## config.mk

```make
export PLATFORM = sky130hd
export DESIGN_NAME = param_tff_updown_counter
export DESIGN_NICKNAME = d
export VERILOG_FILES = /design/src/rtl/param_tff_updown_counter.sv
export SDC_FILE = /design/constraint.sdc
export NUM_CORES = 1
export LEC_CHECK = 0
export CAP_MARGIN = 20
export CORE_AREA = 3 3 40 42
export CTS_BUF_LIST = sky130_fd_sc_hd__clkbuf_8 sky130_fd_sc_hd__clkbuf_16
export CTS_CLUSTER_DIAMETER = 150
export DETAILED_ROUTE_END_ITERATION = 10
export DIE_AREA = 0 0 43 45
export GPL_ROUTABILITY_DRIVEN = 0
export PLACE_DENSITY = 0.75
export SLEW_MARGIN = 30
export SYNTH_ARGS = -nofsm -noshare
export SYNTH_HDL_FRONTEND = slang
export SYNTH_SLANG_ARGS = --single-unit
```

## constraint.sdc

```tcl
create_clock -name clk -period 4.1 [get_ports clk]
set_input_delay 0.82 -clock clk [delete_from_list [all_inputs] [get_ports clk]]
set_output_delay 0.82 -clock clk [all_outputs]
set_load 0.02 [all_outputs]
```

## src/rtl/param_tff_updown_counter.sv

```systemverilog
// Modulo-N up/down counter built on a bank of T flip-flops.
// Adds enable, synchronous load with clamp, wrap/saturate mode and a wrap pulse.
module param_tff_updown_counter #(
    parameter int WIDTH     = 4,
    parameter int MODULUS   = 10,
    parameter int WRAP      = 1,
    parameter int RESET_VAL = 0
) (
    input  logic             clk,
    input  logic             rst_n,
    input  logic             en,
    input  logic             x,
    input  logic             load,
    input  logic [WIDTH-1:0] load_val,
    output logic [WIDTH-1:0] current_state,
    output logic [WIDTH-1:0] next_state,
    output logic             tc,
    output logic             wrap
);

    localparam logic [WIDTH-1:0] MAX_VAL = WIDTH'(MODULUS - 1);
    localparam logic [WIDTH:0]   MOD_EXT = (WIDTH+1)'(MODULUS);
    localparam logic [WIDTH-1:0] RST_VAL = WIDTH'(RESET_VAL);
    localparam logic             WRAP_EN = (WRAP != 0);

    logic             at_max;
    logic             at_min;
    logic             wrap_d;
    logic [WIDTH-1:0] t;

    assign at_max = (current_state == MAX_VAL);
    assign at_min = (current_state == '0);
    assign tc     = x ? at_max : at_min;
    assign wrap_d = en & ~load & tc & WRAP_EN;
    assign t      = current_state ^ next_state;

    // Load beats enable; out-of-range loads clamp to the top of the range.
    always_comb begin
        next_state = current_state;
        if (load) begin
            if ({1'b0, load_val} < MOD_EXT)
                next_state = load_val;
            else
                next_state = MAX_VAL;
        end else if (en) begin
            if (x) begin
                if (!at_max)
                    next_state = current_state + WIDTH'(1);
                else if (WRAP_EN)
                    next_state = '0;
            end else begin
                if (!at_min)
                    next_state = current_state - WIDTH'(1);
                else if (WRAP_EN)
                    next_state = MAX_VAL;
            end
        end
    end

    always_ff @(posedge clk or negedge rst_n) begin
        if (!rst_n) begin
            current_state <= RST_VAL;
            wrap          <= 1'b0;
        end else begin
            current_state <= current_state ^ t;
            wrap          <= wrap_d;
        end
    end

endmodule

```

==> flow_summary.yaml, run 1 <==
outcome:
  status: "completed"
global_route:
  grt_max_degree: 13
  overflow: 0
  grt_usage_pct: 11.37
  antenna_found_initial: 0
  grt_pass1_wl_microns: 1621
  grt_pass1_vias: 404
clock_network:
  postCtsResizedCells: 0
  cts_max_level: 1
  cts_hold_buf: 0
  path_clk_slew_ps: 40
  cts_root_buffer: "clkbuf_8"
  post_cts.repair.setup_buffers: 0
  cts_made_buffers: 3
  cts_tree: "yes"
  cts.path.max_buffers: 2
  clkLatencyLatePin_ps: 220
  cts_sinks: 5
sta:
  worst_pin_slew_ps: 392.8
  setup_viol: 0
  rsz0062_at_grt: "false"
  fin_ws_ps: 492.5
  final_max_slew_viol_count: 0
  finalClockSkew_ps: 4.426
  finalSetupTns_ps: 0
  layout_min_cycle_time_ps: 3608
  max_freq_ghz: 0.2772
  relSlewSlack_pct: 73.81
  finalHoldViolCount: 0
  min_period_over_period_pct: 87.99
yosys:
  netlist_instances: 56
  synth_area_sq_um: 426.7
  yosysUniqueCellTypes: 22
  seq_area_frac_synth_pct: 29.33
  ys_warn_count: 0
  ys_ff_latch: 5
  syn_avg_cell_area_sq_um: 7.619
  syn_nets: 65
placement:
  pre_cts_ws_ps: 500.3
  placed_area_sq_um: 591.8
  port_buffers: 18
  dp_cells: 84
  dpl.hpwl_microns: 762.9
die:
  die_w_microns: 43
  start_util_pct: 33.20
  core_sq_um: 1285
  die_h_microns: 45
  rows: 13
  dieArea_sq_um: 1935
  io_pins: 19
routing:
  routed_wl_microns: 987
  routed_via_density: 5.034
  wl_per_cell_microns: 11.22
  vias: 443
  drtIter0Drc: 4
  ant_nets: 0
  route.detailed.drc: 0
  drtPass1Iterations: 2
pwr:
  leakage_nw: 0.2439
  p_switching_mw: 0.07530
  p_int_mw: 0.1605
  clkPwrFrac_pct: 37.8
  comb_power_share_pct: 33.1
  swShare_pct: 31.93
  power_frac_seq_pct: 29.1
  power.density_nw_per_um2: 369.6
  ir_drop_uv: 117.3
critical_path:
  worstPathRequired_ps: 3280
  critPathKind: "in2out"
  crit_chain: "clkdlybuf4s50_1 -> xnor2_1 -> nand2_1 -> or3_1 -> a21oi_1 -> clkdlybuf4s50_1"
  cp_max_fo: 9
  cp_num_buf_inv: 2
  cp_data_arrival_time_ps: 2790
  slowest_delay_ps: 620
  end_kind: "output port"
  path_common_cell: "clkdlybuf4s50_1"
  path_delay_family: "buffers and inverters"
  start_kind: "input pin"
  cp_slowest_cell: "clkdlybuf4s50_1"
layout:
  drive_above_1_share_pct: 9.589
  nets: 83
  final_util_pct: 49.66
  final.fill_count: 144
  diodes: 0
  syn2layout_area_growth_pct: 49.56
  final_cell_mix: "clkdlybuf4s50_1 (18), nor2_1 (7), o21ai_0 (7), a21oi_1 (5), dfrtp_1 (5)"
  postLayoutCellArea_sq_um: 638.1
  stdcell_count: 88
  final_common_cell: "clkdlybuf4s50_1"
run:
  cap_violations: 0
worst_hold_path:
  hold_class: "reg2reg"
## power groups by stage
stage                     Combinational (mW)  Sequential (mW)  Clock, mW
after detailed placement              0.0784           0.0691          0
after floorplan                       0.0495           0.0666          0
after global routing                  0.0858           0.0699     0.0974
after CTS                             0.0788           0.0686     0.0910
final                                 0.0781           0.0685     0.0892
after global placement                0.0778           0.0688          0
## cell usage after synthesis
master	n	area share, %
a31oi_1	2	2.9
nand3_1	1	1.2
nor2b_1	2	2.9
a211oi_1	3	5.3
and3_1	1	1.5
inv_1	2	1.8
xor2_1	1	2.1
nand4b_1	1	2.1
or3_1	2	2.9
clkbuf_1	3	2.6
nor2_1	7	6.2
o21ai_0	7	8.2
dfrtp_1	5	29
nand2_1	3	2.6
or4_4	1	2.6
or2b_2	1	2.1
a21oi_1	5	5.9
xnor2_1	2	4.1
nor3_1	1	1.2
buf_6	2	5.3
a21boi_0	3	5.3
a21oi_2	1	2.1
## flip-flops by register name, indices dropped and copies added, names as in the netlist
signal,cells
current_state,4
wrap,1
## area by class of cell
class	instances	area (sq um)	share of cell area, %
clock buffers	3	41.29	6.471
well taps	15	18.77	2.941
clock inverters	1	5.005	0.7843
flip-flops and latches	5	125.1	19.61
repair buffers	18	180.2	28.24
multi-input cells	44	260.3	40.78
inverters	2	7.507	1.176
## routing by layer
| layer | global-route usage (%) | vias to the layer above | routed length (microns) |
|---|---|---|---|
| met4 | 3.614 | 0 | 0 |
| met1 | 13.17 | 196 | 418 |
| met2 | 18.26 | 17 | 461 |
| met5 | 0 | - | 0 |
| li1 | - | 230 | - |
| met3 | 5.976 | 0 | 106 |
## final timing paths
path,start,cells after the start,slack [ps],to
max,x,6,490,next_state[1]
min,current_state[3]$_DFF_PN0_,2,770,current_state[3]$_DFF_PN0_
max reg2reg,current_state[0]$_DFF_PN0_,4,2590,current_state[3]$_DFF_PN0_
min reg2reg,current_state[3]$_DFF_PN0_,2,770,current_state[3]$_DFF_PN0_
max in group asynchronous,rst_n,1,3100,wrap$_DFF_PN0_
min in group asynchronous,rst_n,1,820,current_state[3]$_DFF_PN0_
## metrics by stage
step / power (mW) / hold WS, ps
2_1_floorplan: 0.1161 / 524.4
3_3_place_gp: 0.1466 / 756.2
3_5_place_dp: 0.1475 / 765.7
4_1_cts: 0.2384 / 770.8
5_1_grt: 0.2532 / 812.9
6_report: 0.2358 / 773.0
## logic make-up after synthesis
kind of cell	count (synthesis)	share of synthesized area [%]
buffers and inverters	7	9.678
xor gates and xnor gates	3	6.159
and+or+nand+nor	20	25.22
DFF	5	29.33
AOI/OAI and AO/OA	21	29.62
## worst reg2reg max path, cell delays in order (launching register included)
cell	delay (ps)
dfrtp_1	510
or4_4	580
a21oi_2	120
nor2_1	60
a31oi_1	160
Note: power is estimated with default switching activity, not from simulation.
==> run 2: changes to the inputs <==
Settings changed: CAP_MARGIN 20 to 10.
==> results of run 2 <==
The final DEF is identical to that of run 1; final timing and power are the same.
==> run 3: changes to the inputs <==
Settings changed: SLEW_MARGIN 30 to 5.
==> results of run 3 <==
The final DEF is identical to that of run 1; final timing and power are the same.
